==> src/rtl/icap_pkg.sv <==
// Shared ICAP command words and sequencer state encoding for the multiboot block.
package icap_pkg;

  localparam logic [15:0] ICAP_DUMMY = 16'hFFFF;
  localparam logic [15:0] ICAP_SYNC0 = 16'hAA99;
  localparam logic [15:0] ICAP_SYNC1 = 16'h5566;
  localparam logic [15:0] ICAP_GEN1  = 16'h3261;
  localparam logic [15:0] ICAP_GEN2  = 16'h3281;
  localparam logic [15:0] ICAP_GEN3  = 16'h32A1;
  localparam logic [15:0] ICAP_GEN4  = 16'h32C1;
  localparam logic [15:0] ICAP_CMD   = 16'h30A1;
  localparam logic [15:0] ICAP_IPROG = 16'h000E;
  localparam logic [15:0] ICAP_NOOP  = 16'h2000;

  typedef enum logic [2:0] {
    ST_IDLE  = 3'd0,
    ST_SETUP = 3'd1,
    ST_SEND  = 3'd2,
    ST_HOLD  = 3'd3,
    ST_DONE  = 3'd4
  } icap_state_t;

endpackage

==> src/rtl/icap_iprog_rom.sv <==
// Combinational word map for the IPROG stream: word index -> 16-bit ICAP word.
// Indices below DUMMY_WORDS are dummy pads; anything past the IPROG command is a NOOP.
module icap_iprog_rom
  import icap_pkg::*;
#(
  parameter int DUMMY_WORDS = 4,
  parameter int IDX_W       = 5
) (
  input  logic [IDX_W-1:0] i_idx,
  input  logic [23:0]      i_addr,
  input  logic [7:0]       i_opcode,
  input  logic [23:0]      i_fallback,
  output logic [15:0]      o_word
);

  logic [IDX_W-1:0] w_rel;

  assign w_rel = i_idx - IDX_W'(DUMMY_WORDS);

  always_comb begin
    o_word = ICAP_NOOP;
    if (i_idx < IDX_W'(DUMMY_WORDS)) begin
      o_word = ICAP_DUMMY;
    end else begin
      case (w_rel)
        IDX_W'(0):  o_word = ICAP_SYNC0;
        IDX_W'(1):  o_word = ICAP_SYNC1;
        IDX_W'(2):  o_word = ICAP_GEN1;
        IDX_W'(3):  o_word = i_addr[15:0];
        IDX_W'(4):  o_word = ICAP_GEN2;
        IDX_W'(5):  o_word = {i_opcode, i_addr[23:16]};
        IDX_W'(6):  o_word = ICAP_GEN3;
        IDX_W'(7):  o_word = i_fallback[15:0];
        IDX_W'(8):  o_word = ICAP_GEN4;
        IDX_W'(9):  o_word = {i_opcode, i_fallback[23:16]};
        IDX_W'(10): o_word = ICAP_CMD;
        IDX_W'(11): o_word = ICAP_IPROG;
        default:    o_word = ICAP_NOOP;
      endcase
    end
  end

endmodule

==> src/rtl/icap_multiboot.sv <==
// Keyed ICAP multiboot sequencer: latches a boot address and streams the IPROG sequence,
// stalling on ICAP BUSY. First CE-low word appears 2 clocks after the accepted request.
module icap_multiboot
  import icap_pkg::*;
#(
  parameter int          DUMMY_WORDS   = 4,
  parameter int          NOOP_WORDS    = 4,
  parameter logic [7:0]  SPI_OPCODE    = 8'h0B,
  parameter logic [23:0] FALLBACK_ADDR = 24'h000000,
  parameter logic [15:0] REBOOT_KEY    = 16'hB007
) (
  input  logic        i_clk,
  input  logic        i_rst,
  input  logic        i_req,
  input  logic [15:0] i_req_key,
  input  logic [23:0] i_boot_addr,
  output logic        o_busy,
  output logic        o_done,
  output logic        o_key_err,
  output logic        o_icap_ce_n,
  output logic        o_icap_write_n,
  output logic [15:0] o_icap_din,
  input  logic        i_icap_busy
);

  localparam int TOTAL = DUMMY_WORDS + 12 + NOOP_WORDS;
  localparam int IDX_W = $clog2(TOTAL + 1);

  icap_state_t      r_state;
  logic [IDX_W-1:0] r_index;
  logic [23:0]      r_addr;
  logic             r_busy;
  logic             r_done;
  logic             r_key_err;
  logic             r_ce_n;
  logic             r_write_n;
  logic [15:0]      r_din;

  logic             w_adv;
  logic             w_last;
  logic [IDX_W-1:0] w_rom_idx;
  logic [15:0]      w_rom_word;

  // The ROM is addressed with the index that will be current after this edge,
  // so the word lands in the output register together with the index update.
  assign w_adv     = (r_state == ST_SEND) && !i_icap_busy;
  assign w_last    = (r_index == IDX_W'(TOTAL - 1));
  assign w_rom_idx = w_adv ? (r_index + IDX_W'(1)) : r_index;

  icap_iprog_rom #(
    .DUMMY_WORDS (DUMMY_WORDS),
    .IDX_W       (IDX_W)
  ) u_rom (
    .i_idx      (w_rom_idx),
    .i_addr     (r_addr),
    .i_opcode   (SPI_OPCODE),
    .i_fallback (FALLBACK_ADDR),
    .o_word     (w_rom_word)
  );

  always_ff @(posedge i_clk) begin
    if (i_rst) begin
      r_state   <= ST_IDLE;
      r_index   <= '0;
      r_addr    <= '0;
      r_busy    <= 1'b0;
      r_done    <= 1'b0;
      r_key_err <= 1'b0;
      r_ce_n    <= 1'b1;
      r_write_n <= 1'b1;
      r_din     <= ICAP_DUMMY;
    end else begin
      r_key_err <= 1'b0;
      case (r_state)
        ST_IDLE: begin
          if (i_req) begin
            if (i_req_key == REBOOT_KEY) begin
              r_addr    <= i_boot_addr;
              r_index   <= '0;
              r_busy    <= 1'b1;
              r_write_n <= 1'b0;
              r_ce_n    <= 1'b1;
              r_state   <= ST_SETUP;
            end else begin
              r_key_err <= 1'b1;
            end
          end
        end
        ST_SETUP: begin
          r_ce_n  <= 1'b0;
          r_din   <= w_rom_word;
          r_state <= ST_SEND;
        end
        ST_SEND: begin
          if (!i_icap_busy) begin
            if (w_last) begin
              r_ce_n  <= 1'b1;
              r_state <= ST_HOLD;
            end else begin
              r_index <= r_index + IDX_W'(1);
              r_din   <= w_rom_word;
            end
          end
        end
        ST_HOLD: begin
          r_write_n <= 1'b1;
          r_busy    <= 1'b0;
          r_done    <= 1'b1;
          r_state   <= ST_DONE;
        end
        ST_DONE: begin
          r_state <= ST_DONE;
        end
        default: begin
          r_state <= ST_IDLE;
        end
      endcase
    end
  end

  assign o_busy         = r_busy;
  assign o_done         = r_done;
  assign o_key_err      = r_key_err;
  assign o_icap_ce_n    = r_ce_n;
  assign o_icap_write_n = r_write_n;
  assign o_icap_din     = r_din;

endmodule

==> config.mk <==
export PLATFORM = sky130hd
export DESIGN_NAME = icap_multiboot
export DESIGN_NICKNAME = d
export VERILOG_FILES = /design/src/rtl/icap_pkg.sv /design/src/rtl/icap_iprog_rom.sv /design/src/rtl/icap_multiboot.sv
export SDC_FILE = /design/constraint.sdc
export NUM_CORES = 1
export LEC_CHECK = 0
export BUFFER_PORTS_ARGS = -buffer_cell sky130_fd_sc_hd__buf_4
export CAP_MARGIN = 20
export CORE_ASPECT_RATIO = 1.25
export CORE_MARGIN = 1
export CORE_UTILIZATION = 59
export DETAILED_ROUTE_END_ITERATION = 10
export PLACE_DENSITY = 0.95
export RECOVER_POWER = 25
export SLEW_MARGIN = 20
export SYNTH_ARGS = -nofsm -noshare
export SYNTH_HDL_FRONTEND = slang
export SYNTH_HIERARCHICAL = 1
export SYNTH_SLANG_ARGS = --single-unit
==> constraint.sdc <==
create_clock -name i_clk -period 4.2 [get_ports i_clk]
set_input_delay 0.21 -clock i_clk [delete_from_list [all_inputs] [get_ports i_clk]]
set_output_delay 0.21 -clock i_clk [all_outputs]
set_load 0.1 [all_outputs]
======== Word-level counts from Yosys, hierarchy flattened ========
Cells that the tools add are included.
operators by class
  add/sub/neg operators ................... 2
  magnitude comparators ................... 1
  equal/unequal tests ..................... 22
  mux-type cells .......................... 26
  bitwise operators ....................... 2
  reduce and logical (&&, ||, !) cells .... 16
operator list
  operator                                                               count
  16-bit case mux with 12 select lines                                   1
  16-bit 2-to-1 mux                                                      3
  16-bit case mux with 2 select lines                                    1
  5-bit 2-to-1 mux                                                       5
  5-bit by 3-bit equality test with 1-bit output, second input constant  4
  5-bit by 4-bit equality test with 1-bit output, second input constant  4
  16-bit equality test, second input constant                            1
  3-bit 2-to-1 mux                                                       4
  3-bit case mux with 4 select lines                                     1
  5-bit by 2-bit equality test with 1-bit output, second input constant  2
  2-bit != test, second input constant                                   5
  5-bit case mux with 2 select lines                                     1
  5-bit AND reduction                                                    2
  3-bit AND reduction                                                    3
  1-bit 2-to-1 mux                                                       7
  3-bit by 2-bit equality test with 1-bit output, second input constant  2
  2-bit nonzero test                                                     3
  5-bit by 1-bit adder with 5-bit output, second input constant          1
  5-bit by 1-bit equality test with 1-bit output, second input constant  1
  5-bit equality test, second input constant                             1
  5-bit logical NOT                                                      1
  5-bit by 3-bit < comparator with 1-bit output, second input constant   1
  5-bit by 3-bit subtractor with 5-bit output, second input constant     1
  1-bit case mux with 2 select lines                                     2
  other kinds (11)                                                       12
storage, ports and cells
  bits in registers ....................... 53
  input bits .............................. 44
  logic and storage cells ................. 78

======== Longest topological paths before layout ========
Gate-level depths: netlist of run 1.
  word-level depth ........................ 10
  gate-level depth with buffers ........... 13
  mapped depth without buffers ............ 10

======== Modules after synthesis ========
The synthesis of run 1 kept the hierarchy.
modules (own cells, without submodules)
  module          times used  cells an instance  area each (um^2)
  icap_multiboot  1           272                2,274.7
  icap_iprog_rom  1           116                743.2

======== Worst setup path before layout of run 1 ========
Ideal clock, no wire load.
  kind .................................... reg-to-reg
  from .................................... reg r_state[0]
  to ...................................... reg r_din[1], in the netlist o_icap_din[1]
  library setup time ...................... 0.137 ns
  arrival ................................. 2.562 ns
  required time ........................... 4.063 ns
  setup slack ............................. 1.501 ns
  cell stages (with the launch flop) ...... 14
  path through ............................ dfxtp_1 buf_6 or4b_4 buf_6 or2_1 xnor2_1 buf_2 buf_4 buf_2 nand2_1 a221oi_1 nor2_1 nand3_1 nand3_1
on the way
  longest elaborated chain between the ends .. 10
  elaborated cells on any way between the ends .. 27
RTL lines
  item                                                                          RTL line               source
  start, declared                                                               icap_multiboot.sv:29   icap_state_t r_state;
  start signal, assigned                                                        icap_multiboot.sv:63   r_state <= ST_IDLE;
  start signal, assigned                                                        icap_multiboot.sv:83   r_state <= ST_SETUP;
  start signal, assigned                                                        icap_multiboot.sv:92   r_state <= ST_SEND;
  3-bit by 2-bit equality test with 1-bit output (*)                            icap_multiboot.sv:46   assign w_adv = (r_state == ST_SEND) && !i_icap_busy;
  1-bit logical AND (*)                                                         icap_multiboot.sv:46
  5-bit 2-to-1 mux (*)                                                          icap_multiboot.sv:48   assign w_rom_idx = w_adv ? (r_index + IDX_W'(1)) : r_index;
  net w_rom_idx[3]                                                              icap_multiboot.sv:41   logic [IDX_W-1:0] w_rom_idx;
  5-bit by 3-bit subtractor with 5-bit output                                   icap_iprog_rom.sv:18   assign w_rel = i_idx - IDX_W'(DUMMY_WORDS);
  5-bit by 4-bit equality test with 1-bit output, or another cell as far along  icap_iprog_rom.sv:25   case (w_rel)
  16-bit case mux with 12 select lines                                          icap_iprog_rom.sv:25
  16-bit 2-to-1 mux (*)                                                         icap_iprog_rom.sv:22   if (i_idx < IDX_W'(DUMMY_WORDS)) begin
  net w_rom_word[1]                                                             icap_multiboot.sv:42   logic [15:0] w_rom_word;
  16-bit 2-to-1 mux                                                             icap_multiboot.sv:96   if (w_last) begin
  16-bit 2-to-1 mux                                                             icap_multiboot.sv:95   if (!i_icap_busy) begin
  16-bit case mux with 2 select lines (*)                                       icap_multiboot.sv:74   case (r_state)
  end signal, assigned                                                          icap_multiboot.sv:91   r_din <= w_rom_word;
  end signal, assigned                                                          icap_multiboot.sv:101  r_din <= w_rom_word;
  end, declared                                                                 icap_multiboot.sv:37   logic [15:0] r_din;
The timed path passes the listed nets; every way through them passes the cells marked *. The select of a mux whose other input is x is not followed.
A chain may end at the register's enable or synchronous reset.

======== Worst setup path in the final report of run 1 ========
  from .................................... reg r_state[1]
  to ...................................... reg r_din[4], in the netlist o_icap_din[4]
Same word-level chain as after synthesis.

==> summary.txt, run 1 <==
GRT
  – Final global-route overflow total: 0
  – Initial antenna violation count: 0
  – First-pass GRT wire length: 12900 um
  – Largest net degree at the start of global routing: 39
  – Gr usage total: 31.5%
  – Vias in the first global route: 2788

Finish
  – Share of layout cells above drive strength 1: 17.2%
  – Nets: 504
  – Antenna cell count: 0
  – Layout area overhead: 19.7%
  – Sequential Area: 0.00106 mm2
  – Fillers: 405
  – Final std cells w/o fill: 520
  – Multi-input logic area: 0.00189 mm2

Synthesis
  – Syn avg cell area: 7.78 um2
  – Mapped Cells: 388
  – Synth top area share: 35.2%
  – Synth Cell Area: 0.00302 mm2
  – Post-synth EDFFs: 0
  – Synthesized flop and latch total: 53
  – Register area share after synthesis: 35.2%
  – Synth Warn #: 6
  – Most frequent cells after synthesis: 66 x nand3_1, 53 x dfxtp_1, 47 x o21ai_0
  – Top cells by area, synth: dfxtp_1 35%, nand3_1 11%, o21ai_0 7.8%, a21oi_1 7.5%, buf_2 2.8%
  – Post-synth top area cell: dfxtp_1
  – Yosys cell types: 65
  – Share of async-settable or async-resettable flops after synthesis: 0%
  – Commonest register cell after synthesis: dfxtp_1
  – Count leader, synth: nand3_1

Timing
  – Slew of the pin with the lowest slew margin: 1.18 ns
  – Period utilization: 76.7%
  – Rel. slew slack: 21.9%
  – Slew Viols, Final: 0
  – Final Critical Period: 3.22 ns
  – Final setup fails: 0
  – Setup Skew: 0.00952 ns
  – Final Hold Viols: 0
  – Setup TNS: 0 ns
  – Fmax: 310 MHz
  – RSZ-0062 raised after global routing: false

Placed design
  – Port buffer count: 64
  – RD Place Congestion: 1.00
  – HPWL Detailed: 5880 um
  – DP Cell Count: 512

Floorplan
  – Width of the die: 66.0 um
  – Starting Density: 62.4%
  – Core area: 0.00483 mm2
  – Cell row count: 28
  – Die Y: 82.0 um
  – Die area: 0.00541 mm2
  – Io pins: 65

Route
  – Met3 wire length: 460 um
  – Metal1 wirelength: 3500 um
  – Vias: 3155
  – Max layer used: met4
  – TritonRoute pass-1 iters: 5
  – Drt first-iter violations: 292
  – Post-route DRC: 0
  – Wirelength per Cell: 15.7 um
  – Vias per inst: 6.07
  – Routed Antenna Nets: 0
  – Met2 Wirelength: 3940 um
  – Total routed wirelength: 8170 um

Clocking
  – # resized after CTS: 0
  – CTS root buf: clkbuf_8
  – Hold_buf cts: 0
  – CTS Sinks: 53
  – H-tree depth: 2
  – CTS tree: yes
  – Post-CTS setup buffers: 0
  – Worst-skew pair later-pin latency: 0.31 ns
  – CTS buffer count: 5
  – CTS max path bufs: 2
  – Clk pin slew, worst setup/hold paths: 0.10 ns

Critical path
  – Critical Path End Type: flop
  – CP Class: reg -> reg
  – CP required: 4.44 ns
  – Startpoint Class: flop
  – Crit-path max FO: 17
  – Arrival time worst endpoint: 3.46 ns

Status
  – Outcome: complete, no violations

Power
  – Pleak: 1.24 nW
  – Cell Pwr Density: 235 mW/mm2
  – VDD IR max: 251 uV

Worst hold path
  – Hold crit path type: in -> reg

Flow run
  – Max-Cap Viols: 0
==> stage by stage <==
step	cell area, um2	utilization (%)	power [mW]	setup WS [ns]	hold WS (ns)
2_1_floorplan	3130	-	0.538	1.50	0.362
3_3_place_gp	3590	74.2	0.571	1.20	0.452
3_5_place_dp	3590	74.2	0.571	1.12	0.457
4_1_cts	3680	76.0	0.852	1.03	0.155
5_1_grt	3610	74.7	0.873	0.711	0.168
6_report	3610	74.7	0.849	0.977	0.162
==> cell families after synthesis <==
kind of cell / after synthesis / synth area share, %
buf+inv: 43 / 6.67
mux: 3 / 0.995
xor+xnor: 4 / 1.16
fa+ha+maj: 1 / 0.415
simple gates: 146 / 27.9
other cells: 2 / 0.249
flops: 53 / 35.2
compound gates: 136 / 27.4
==> sequential cells by signal (all words and copies together) (netlist names) <==
signal,cells
o_icap_write_n,1
r_index,5
o_key_err,1
o_busy,1
o_done,1
r_state,3
o_icap_ce_n,1
o_icap_din,16
r_addr,24
==> critical path, cell delays in order, from the launching register on <==
cell and delay, ns:
dfxtp_1 0.46, or4b_4 0.56, or2_1 0.28, xnor2_2 0.63
nand2_2 0.24, nor4_1 0.44, a221oi_1 0.16, a21oi_1 0.19
nand3_1 0.08, nand3_1 0.11
==> per-layer routing <==
| layer | track usage, % | up-vias |
|---|---|---|
| met5 | 0 | - |
| met4 | 13.0 | 0 |
| met3 | 5.00 | 19 |
| met2 | 54.8 | 120 |
| met1 | 38.2 | 1463 |
| li1 | - | 1553 |
==> path summary, 6_finish.rpt <==
kind,end,cells past startpoint,slack (ns),from
worst max-delay path,o_icap_din[4],9,0.98,r_state[1]
worst min-delay path,r_addr[0],3,0.16,i_boot_addr[0]
worst max register to register,o_icap_din[4],9,0.98,r_state[1]
worst min register to register,o_icap_ce_n,1,0.48,o_icap_ce_n
==> placed cells by master (no fill, tap or decap), types with 4 or more instances in the layout <==
cell and instances:
buf_4 56, nor2_1 19, o21ai_0 47, a221oi_1 4
dfxtp_1 53, clkbuf_8 5, o21ai_1 4, clkbuf_1 18
nand2_1 17, nand3_1 66, nand2b_1 5, nor4_1 5
a21oi_1 45, conb_1 32, a211oi_1 5
==> power by group <==
| group | switching (mW) | total [mW] | internal (mW) |
|---|---|---|---|
| Combinational | 0.0293 | 0.0573 | 0.0280 |
| Sequential | 0.000177 | 0.503 | 0.503 |
| Clock | 0.170 | 0.289 | 0.119 |
| Total | 0.199 | 0.849 | 0.650 |
==> area by class of cell <==
cell class	instances	share of cell area (%)
clock buffer	6	2.01
sequential	53	29.4
inverter	4	0.416
clock inverter	2	0.381
timing repair buffer	73	13.4
tap	60	2.08
multi-input combinational	322	52.3
No activity file was read; power rests on OpenSTA's default activity.
==> run 2, diff against run 1 <==
--- a/config.mk
+++ b/config.mk
@@ -9,9 +9,9 @@
 export CAP_MARGIN = 20
 export CORE_ASPECT_RATIO = 1.25
 export CORE_MARGIN = 1
-export CORE_UTILIZATION = 59
+export CORE_UTILIZATION = 49
 export DETAILED_ROUTE_END_ITERATION = 10
-export PLACE_DENSITY = 0.95
+export PLACE_DENSITY = 0.85
 export RECOVER_POWER = 25
 export SLEW_MARGIN = 20
 export SYNTH_ARGS = -nofsm -noshare
==> constraint.sdc (replaced) <==
create_clock -name i_clk -period 2.76 [get_ports i_clk]
set_input_delay 0.138 -clock i_clk [delete_from_list [all_inputs] [get_ports i_clk]]
set_output_delay 0.138 -clock i_clk [all_outputs]
set_load 0.1 [all_outputs]
==> summary.txt, run 2 (synthesis gave the netlist of run 1 again) <==
Power
  – Pleak: 1.32 nW (+6.4%)
  – Cell Pwr Density: 354 mW/mm2 (+50%)
  – VDD IR max: 284 uV (+13%)

Floorplan
  – Die area: 0.00648 mm2 (+20%)
  – Die Y: 89.7 um (+9.5%)
  – Core area: 0.00586 mm2 (+21%)
  – Width of the die: 72.2 um (+9.4%)
  – Starting Density: 51.5% (-11 points)
  – Cell row count: 31 (+11%)
  – Io pins: 65 (unchanged)

Clocking
  – CTS tree: yes
  – CTS Sinks: 53 (unchanged)
  – CTS buffer count: 5 (unchanged)
  – CTS max path bufs: 2 (unchanged)
  – CTS root buf: clkbuf_8
  – Clk pin slew, worst setup/hold paths: 0.10 ns (about the same)
  – Worst-skew pair later-pin latency: 0.31 ns (about the same)
  – H-tree depth: 2 (unchanged)

Critical path
  – Worst reg2reg path depth: 10 (+1)
  – CP Buf/Inv Count: 1 (+1)
  – R2r endpoint: o_icap_din[5]
  – Worst path cell trace: or4b_4 > nor2_1 > xor2_2 > buf_4 > nor2_1 > and3_1 > o21ai_0 > a31oi_1 > nand3_1 > nand3_1
  – CP Class: reg -> reg
  – Critical Path End Type: flop
  – CP required: 2.94 ns (-1.50 ns)
  – RR Startpoint: r_state[2]
  – Worst path max stage delay: 0.60 ns (-0.03 ns)
  – Slowest-stage cell, CP: or4b_4
  – Startpoint Class: flop
  – Reg2reg setup slack: 0.13 ns (-0.85 ns)
  – Crit-path leading delay family: simple AND/OR/NAND/NOR gates
  – Arrival time worst endpoint: 2.82 ns (-0.64 ns)
  – Crit-path max FO: 10 (-7)

Timing
  – Final setup fails: 0 (unchanged)
  – Period utilization: 95.5% (+19 points)
  – Setup Skew: 0.0101 ns (+0.000558 ns)
  – Fmax: 380 MHz (+22%)
  – WHS: 0.0897 ns (-0.0719 ns)
  – Slew of the pin with the lowest slew margin: 1.18 ns (+0.000864 ns)
  – Slew Viols, Final: 0 (unchanged)
  – RSZ-0062 raised after global routing: false
  – Setup TNS: 0 ns (unchanged)
  – Final Hold Viols: 0 (unchanged)
  – Final Critical Period: 2.63 ns (-0.589 ns)
  – Rel. slew slack: 21.9% (-0.057 points)

Worst hold path
  – WHS Endpoint: r_addr[10]
  – Hold path depth: 3 (unchanged)
  – Hold crit path type: in -> reg
  – Hold_sp: i_boot_addr[10]

Route
  – Wirelength per Cell: 15.3 um (-2.7%)
  – Routed Antenna Nets: 0 (unchanged)
  – Vias per inst: 5.74 (-5.5%)
  – Drt first-iter violations: 231 (-21%)
  – Post-route DRC: 0 (unchanged)
  – Vias: 3178 (+0.73%)
  – Total routed wirelength: 8460 um (+3.6%)
  – TritonRoute pass-1 iters: 5 (unchanged)

Finish
  – Share of layout cells above drive strength 1: 19.9% (+2.7 points)
  – Leading cell type in the layout, fill and taps excluded: nand3_1
  – Largest Register: r_addr
  – Max reg flops: 24 (unchanged)
  – Layout area overhead: 26.2%
  – Fillers: 565 (+40%)
  – Most frequent cells in the layout: 66 x nand3_1, 65 x buf_4, 53 x dfxtp_1
  – Antenna cell count: 0 (unchanged)
  – Final Cell Area: 0.00381 mm2 (+5.4%)
  – Nets: 516 (+2.4%)
  – Sequential Area: 0.00106 mm2 (unchanged)
  – Multi-input logic area: 0.00191 mm2 (+1.1%)

Placed design
  – RD Place Congestion: 0.986 (-1.6%)
  – Dpl cell area: 0.00374 mm2 (+4.3%)
  – Port buffer count: 64 (unchanged)
  – HPWL Detailed: 6140 um (+4.3%)

Flow run
  – Max-Cap Viols: 0 (unchanged)

Status
  – Outcome: complete, no violations

GRT
  – Initial antenna violation count: 0 (unchanged)
  – Gr usage total: 26.5% (-4.9 points)
  – First-pass GRT wire length: 13700 um (+5.8%)
  – Largest net degree at the start of global routing: 39 (unchanged)
  – Final global-route overflow total: 0 (unchanged)
  – Vias in the first global route: 2877 (+3.2%)
[run 2: cell count changes in the layout (fill, tap and decap cells not counted)]
cell	change
clkinv_2	-1
buf_12	+3
nor4_2	+2
clkbuf_1	-1
nor4b_2	-1
nor4_1	-2
nor4b_4	+1
buf_4	+9
clkbuf_8	+2
[run 2: worst max-delay path by stage]
stage,startpoint,end,slack [ns],depth (start not counted)
global placement,r_state[2],o_icap_din[2],0.23,10
CTS,r_state[2],o_icap_din[9],0.13,11
detailed placement,r_state[2],o_icap_din[2],0.15,11
floorplan,r_state[0],o_icap_din[1],0.06,13
global route,r_state[2],o_icap_din[10],0.005,9
finish,r_state[2],o_icap_din[5],0.13,10
[run 2: worst min-delay path: cells and delay by family]
kind	cells	cell delay [ns]
and+or+nand+nor	1	0.05
buffers and inverters	1	0.11
AOI/OAI and AO/OA	1	0.06
[run 2: layout make-up]
class | count | area share, %
Tap cell | 82 | 2.69
Timing Repair Buffer | 85 | 16.1
Sequential cell | 53 | 27.9
Clock inverter | 1 | 0.230
Clock buffer | 7 | 2.53
Multi-Input combinational cell | 322 | 50.2
Inverter | 4 | 0.394
[run 2: timing repair]
| action | in CTS | in global routing |
|---|---|---|
| setup endpoints to repair | 0 | 11 |
| setup buffers | 0 | 0 |
| hold buffers | 0 | 0 |
| resized for setup | 0 | 3 |
[run 2: layer usage]
layer	vias to the layer above	wire length [um]	track usage, %
met5	-	0	0
met4	0	205	9.31
met3	13	367	3.25
met2	111	4280	45.6
met1	1478	3610	33.4
li1	1576	-	-
[run 2: where the power goes]
group	internal [mW]	switching (mW)	leakage, nW
Clock	0.232	0.260	0.0549
Combinational	0.0435	0.0450	0.834
Sequential	0.765	0.000279	0.428
[run 2: metrics by stage]
stage	utilization (%)	cells	total power, mW	setup WS, ns
floorplan	-	418	0.818	0.0613
global placement	63.9	546	0.870	0.228
detailed placement	63.9	546	0.871	0.148
CTS	65.7	554	1.35	0.127
global route	65.0	554	1.39	0.00549
finish	65.0	554	1.35	0.125
